[src/rtl/display_counter.sv]
// Multi-digit up/down display counter with internal prescaler, decimal or hex digits,
// clear/load control, wrap pulse and leading-zero blanking mask for seven-segment displays.
module display_counter #(
   parameter int CLK_HZ     = 50_000_000,
   parameter int TICK_HZ    = 10,
   parameter int NUM_DIGITS = 6,
   parameter int RADIX      = 10
) (
   input  logic                    clk,
   input  logic                    reset_n,
   input  logic                    enable,
   input  logic                    count_down,
   input  logic                    clear,
   input  logic                    load,
   input  logic [4*NUM_DIGITS-1:0] load_value,
   output logic [4*NUM_DIGITS-1:0] digits,
   output logic                    tick,
   output logic                    wrap,
   output logic [NUM_DIGITS-1:0]   blank
);

   localparam int DIV = CLK_HZ / TICK_HZ;
   localparam int PW  = (DIV > 1) ? $clog2(DIV) : 1;
   localparam logic [PW-1:0] PRE_LAST = PW'(DIV - 1);
   localparam logic [3:0]    MAX_D    = 4'(RADIX - 1);

   generate
      if (DIV < 2) begin : g_bad_div
         $error("display_counter: CLK_HZ/TICK_HZ must be at least 2");
      end
      if (RADIX != 10 && RADIX != 16) begin : g_bad_radix
         $error("display_counter: RADIX must be 10 or 16");
      end
      if (NUM_DIGITS < 1 || NUM_DIGITS > 8) begin : g_bad_digits
         $error("display_counter: NUM_DIGITS must be 1..8");
      end
   endgenerate

   logic [PW-1:0]           prescaler_reg;
   logic [PW-1:0]           prescaler_next;
   logic                    tick_next;
   logic                    wrap_next;
   logic [4*NUM_DIGITS-1:0] digits_next;
   logic [4*NUM_DIGITS-1:0] stepped;
   logic [4*NUM_DIGITS-1:0] load_clamped;
   logic [NUM_DIGITS-1:0]   at_edge;
   logic [NUM_DIGITS:0]     carry;

   // carry[i] = every lower digit sits at its roll-over value, so digit i moves this step
   assign carry[0] = 1'b1;

   generate
      for (genvar gi = 0; gi < NUM_DIGITS; gi++) begin : g_digit
         logic [3:0] cur;
         logic [3:0] lv;
         assign cur          = digits[4*gi +: 4];
         assign lv           = load_value[4*gi +: 4];
         assign at_edge[gi]  = count_down ? (cur == 4'd0) : (cur == MAX_D);
         assign carry[gi+1]  = &at_edge[gi:0];
         assign stepped[4*gi +: 4] = !carry[gi] ? cur :
                                     at_edge[gi] ? (count_down ? MAX_D : 4'd0) :
                                     (count_down ? cur - 4'd1 : cur + 4'd1);
         assign load_clamped[4*gi +: 4] = (RADIX == 10 && lv > 4'd9) ? 4'd9 : lv;

         if (gi == 0) begin : g_lsd
            assign blank[gi] = 1'b0;
         end else begin : g_upper
            assign blank[gi] = ~|digits[4*NUM_DIGITS-1:4*gi];
         end
      end
   endgenerate

   always_comb begin
      prescaler_next = prescaler_reg;
      tick_next      = 1'b0;
      wrap_next      = 1'b0;
      digits_next    = digits;
      if (clear) begin
         prescaler_next = '0;
         digits_next    = '0;
      end else begin
         if (enable) begin
            if (prescaler_reg == PRE_LAST) begin
               prescaler_next = '0;
               tick_next      = 1'b1;
            end else begin
               prescaler_next = prescaler_reg + 1'b1;
            end
         end
         if (load) begin
            digits_next = load_clamped;
         end else if (tick && enable) begin
            digits_next = stepped;
            wrap_next   = carry[NUM_DIGITS];
         end
      end
   end

   always_ff @(posedge clk or negedge reset_n) begin
      if (!reset_n) begin
         prescaler_reg <= '0;
         digits        <= '0;
         tick          <= 1'b0;
         wrap          <= 1'b0;
      end else begin
         prescaler_reg <= prescaler_next;
         digits        <= digits_next;
         tick          <= tick_next;
         wrap          <= wrap_next;
      end
   end

endmodule

[config.mk]
export PLATFORM = sky130hd
export DESIGN_NAME = display_counter
export DESIGN_NICKNAME = d
export VERILOG_FILES = /design/src/rtl/display_counter.sv
export SDC_FILE = /design/constraint.sdc
export NUM_CORES = 1
export LEC_CHECK = 0
export CORE_UTILIZATION = 40
export DETAILED_ROUTE_END_ITERATION = 12
export PLACE_DENSITY_LB_ADDON = 0.15
export SYNTH_ARGS = -nofsm -noshare
export SYNTH_HDL_FRONTEND = slang
export SYNTH_SLANG_ARGS = --single-unit
[constraint.sdc]
create_clock -name clk -period 2.1 [get_ports clk]
set_input_delay 0.42 -clock clk [delete_from_list [all_inputs] [get_ports clk]]
set_output_delay 0.42 -clock clk [all_outputs]
set_load 0.03 [all_outputs]
Yosys cells after proc, flatten, opt, wreduce, memory -nomap -nowiden
Cells that the tools add are included.
Storage, ports and cells
  flip-flop bits (word level): 49
  bits of input ports: 30
  output and inout bits: 32
  word-level logic and storage cells: 111
Operators by class
  $add $sub $neg: 13
  magnitude comparators: 6
  eq/ne operators: 7
  multiplexer cells: 42
  reduce and logical (&&, ||, !) cells: 34
Operators with widths (count)
  4-bit 2-to-1 mux: 24
  24-bit 2-to-1 mux: 3
  23-bit 2-to-1 mux: 3
  4-bit by 1-bit adder with 4-bit output, second input constant: 6
  4-bit == test, second input constant: 6
  4-bit > comparator, second input constant: 6
  4-bit logical NOT: 6
  4-bit by 1-bit subtractor with 4-bit output, second input constant: 6
  23-bit by 1-bit adder with 23-bit output, second input constant: 1
  23-bit == test, second input constant: 1
  20-bit OR reduction: 1
  3-bit nonzero test: 6
  16-bit OR reduction: 1
  1-bit 2-to-1 mux: 12
  2-bit AND reduction: 6
  12-bit OR reduction: 1
  8-bit OR reduction: 1
  6-bit AND reduction: 1
  1-bit logical NOT: 5
  5-bit AND reduction: 1
  4-bit AND reduction: 1
  4-bit OR reduction: 1
  3-bit AND reduction: 1
  2-bit nonzero test: 1
  1-bit logical AND: 1

Longest topological paths before layout
  depth in word-level cells: 7
  gate-level depth with buffers: 8

Worst setup path before layout
OpenSTA, ideal clock, no wires.
  kind: register to output
  start: register digits[20]
  end: output blank[1]
  arrival time: 3835 ps
  setup slack: -2155 ps
  cell stages (with the launch flop): 6
  path buffers: 0
  cell sequence: dfrtp_1 nor4_1 and3_1 nand3_1 nor2_1 nor4bb_1
Between the ends
  cells in the longest elaborated chain, start to end: 2
RTL lines
  from (decl): line 16  | output logic [4*NUM_DIGITS-1:0] digits,
  from (signal assigned): line 107  | digits <= digits_next;
  20-bit OR reduction: line 68  | assign blank[gi] = ~|digits[4*NUM_DIGITS-1:4*gi];
  1-bit logical NOT: line 68
  to (decl): line 19  | output logic [NUM_DIGITS-1:0] blank
No other way between the ends.

Final worst setup path
  start: register prescaler_reg[17]
  end: register prescaler_reg[17]
Between the ends
  cells in the longest elaborated chain, start to end: 4
  elaborated cells between the ends (all ways): 5
  classes of those cells: 1 x add/sub; 1 x eq/ne; 3 x mux
RTL lines
  from (decl): line 39  | logic [PW-1:0] prescaler_reg;
  from (signal assigned): line 106  | prescaler_reg <= prescaler_next;
  23-bit by 1-bit adder with 23-bit output / 23-bit == test (equally long branches): line 87, 83
  23-bit 2-to-1 mux (*): line 83  | if (prescaler_reg == PRE_LAST) begin
  23-bit 2-to-1 mux (*): line 82  | if (enable) begin
  23-bit 2-to-1 mux (*): line 78  | if (clear) begin
Mark *: on every way between the ends. The rest lies on a longest branch, timed or not. The select of a mux whose other input is x is not followed.
A chain may end at the register's enable or synchronous reset.

==> impl_metrics.tcl <==
set metrics [dict create \
    antenna_found_initial 0 \
    failed_checks "negative setup slack" \
    coreArea_mm2 0.00868 \
    fp.dieW_um 96.5 \
    ys_ff_latch 49 \
    power.leakage_nw 2.25 \
    clock.fmax_mhz 425 \
    cts_tree "built" \
    dr.pass1.iters 4 \
    vias 3599 \
    fin_crit_ps 2350 \
    synth_area_leaders "dfrtp_1, xnor2_1, nor2_1" \
    htreeDepth 2 \
    dp_slack_ps -335 \
    p_sw_share_pct 30.9 \
    gp_congestion 0.905 \
    end_kind "flop" \
    cts_hold_buffers 0 \
    cp-start-kind "flop" \
    dp_hpwl_um 7570 \
    ys_top_cells_by_count "nor2_1, dfrtp_1, nand2_1, xnor2_1, o21ai_0" \
    hold_path_class "in -> async" \
    power.total_mw 2.54 \
    clockBufferDepth 2 \
    grt-ovfl-total 0 \
    grt_pass1_vias 3413 \
    stdcell_area_mm2 0.00518 \
    synth_edf_count 0 \
    p_switching_uw 786 \
    path_class "reg -> reg" \
    final_util_pct 59.7 \
    vias_per_cell 5.51 \
    comb_power_share_pct 32.1 \
    max-cap-violations 0 \
    drc 0 \
    final_cells 653 \
    wl_per_cell_um 15.4 \
    fin_ws_ps -253 \
    drv_slew 0 \
    cts_root_buf "clkbuf_8" \
    die_h_um 96.5 \
    fin_setup_tns_ps -5010 \
    crit_top_cell "or4_4" \
    ys.flop_type "dfrtp_1" \
    fin_crit_sh_pct 112 \
    grt_max_degree 33 \
    worstPathCellList "or4b_4, or4_4, or4_4, a21oi_4, buf_6, nor2_2" \
    io_buffers 60 \
    cts.clk_slew.worst_paths_ps 90 \
    grt_pass1_wl_um 16400 \
    crit_family "simple AND/OR/NAND/NOR gates" \
    hold_viol 0 \
    cp_num_buf_inv 1 \
    fin_skew_ps 3.67 \
    placed_cells 636 \
    netlist.area_leader.share_pct 34.3 \
    ir_worst_vdd_v 0.000254 \
    ys_async_sr_fraction_pct 100 \
    yosys.area.top_type "dfrtp_1" \
    synth.avg_cell_area_um2 8.65 \
    placed_cell_area_mm2 0.00489 \
    synthesis.area_mm2 0.00357 \
    setup_viol 26 \
    status "complete, but fails checks" \
    drive_above_1_share_pct 25.0 \
    p_clk_share_pct 27.9 \
    power_density_mw_per_mm2 491 \
    hold-worst-slack_ps 46.7 \
    row_count 34 \
    wl_um 10100 \
    fin_nets 593 \
    ant_nets 0 \
    syn_to_final_growth_pct 45.1 \
    crit_fanout 5 \
    p_int_mw 1.76 \
    reg2regPathDepth 6 \
    start_util_pct 41.2 \
    path_depth 6 \
    ios 62 \
    track_usage_pct 22.4 \
    syn_nets 462 \
    yosys_warnings 0 \
    first_iter_violations 144 \
    numClockSinks 49 \
    syn_inst 413 \
    rsz0062_at_grt "yes" \
    crit_path_top_delay_cell "or4b_4" \
    cts_made_buffers 5 \
    critical_path.max_stage_delay_ps 530 \
    cp_data_arrival_time_ps 2540 \
    yosysUniqueCellTypes 63 \
    ys_seq_area_share_pct 34.3 \
    die_area_mm2 0.00931 \
    largest_reg_flops 24 \
    diodes 0 \
    cp.required_ps 2290 \
    synth.most_common_cell "nor2_1" \
    p_seq_share_pct 40.0 \
    clock_latency_ps 300 \
]
-- metal layers --
layer | wire (µm) | vias to the layer above | part of all wire, % | global-route usage, %
met5 | 0 | - | 0 | 0
met4 | 93 | 0 | 0.93 | 4.41
met3 | 269 | 9 | 2.7 | 2.43
met2 | 5020 | 57 | 50 | 38.9
met1 | 4670 | 1765 | 46 | 30.2
li1 | - | 1768 | - | -
-- worst register-to-register path, stage by stage, from the launching register on --
cell	delay, ps
dfrtp_1	390
or4b_4	530
or4_4	490
or4_4	450
a21oi_4	190
buf_6	160
nor2_2	40
-- cell usage in the layout, fill, tap and decap left out, drive strengths merged, types with 7 or more instances in the layout --
master | synthesis | layout
nand3 | 16 | 16
inv | 12 | 12
clkdlybuf4s50 | 0 | 51
a211oi | 9 | 9
nor2 | 51 | 51
a221oi | 7 | 7
and3 | 8 | 8
nor3 | 12 | 12
buf | 3 | 89
nand2 | 35 | 35
xnor2 | 24 | 24
ha | 13 | 13
o21ai | 22 | 22
a31oi | 7 | 7
a21oi | 22 | 22
dfrtp | 49 | 49
-- worst paths after layout --
kind / startpoint / end / slack, ps
min: reset_n / prescaler_reg[12] / 50
max in group asynchronous: reset_n / digits[23] / 1520
max: prescaler_reg[17] / prescaler_reg[17] / -250
min in group clk: prescaler_reg[22] / prescaler_reg[22] / 550
min reg2reg: prescaler_reg[22] / prescaler_reg[22] / 550
max reg2reg: prescaler_reg[17] / prescaler_reg[17] / -250
-- power by group through the flow --
stage          Combinational (mW)  Clock [mW]  Sequential (mW)
2_1_floorplan               0.336           0             1.12
3_3_place_gp                0.769           0             1.04
3_5_place_dp                0.782           0             1.04
4_1_cts                     0.799       0.734             1.02
5_1_grt                     0.893       0.768             1.03
6_report                    0.816       0.710             1.02
-- cells by family (layout without fill, tap and decap cells) --
| group | after synthesis | after routing | synth area share (%) |
|---|---|---|---|
| buffers and inverters | 32 | 164 | 3.71 |
| adder cells (fa/ha/maj) | 19 | 19 | 7.92 |
| XOR/XNOR | 30 | 30 | 7.36 |
| AO/OA/AOI/OAI | 102 | 102 | 19.7 |
| flip-flops | 49 | 49 | 34.3 |
| other | 1 | 1 | 0.105 |
| AND/OR/NAND/NOR | 174 | 174 | 25.1 |
| multiplexers | 6 | 6 | 1.75 |
-- area by class of cell --
cell class / count / area [µm²]
sequential: 49 / 1230
inverter: 13 / 48.8
clock inverter: 2 / 37.5
tap: 108 / 135
fill: 801 / 3500
timing repair buffer: 143 / 1260
clock buffer: 6 / 82.6
multi-input combinational: 332 / 2380
-- timing repair --
| action | in CTS | in global routing |
|---|---|---|
| setup buffers | 5 | 5 |
| setup endpoints to repair | 24 | 36 |
| gates resized for setup | 6 | 24 |
| pin swaps | 2 | 7 |
| gates cloned | 0 | 0 |
Note: power is estimated with default switching activity, not from simulation.
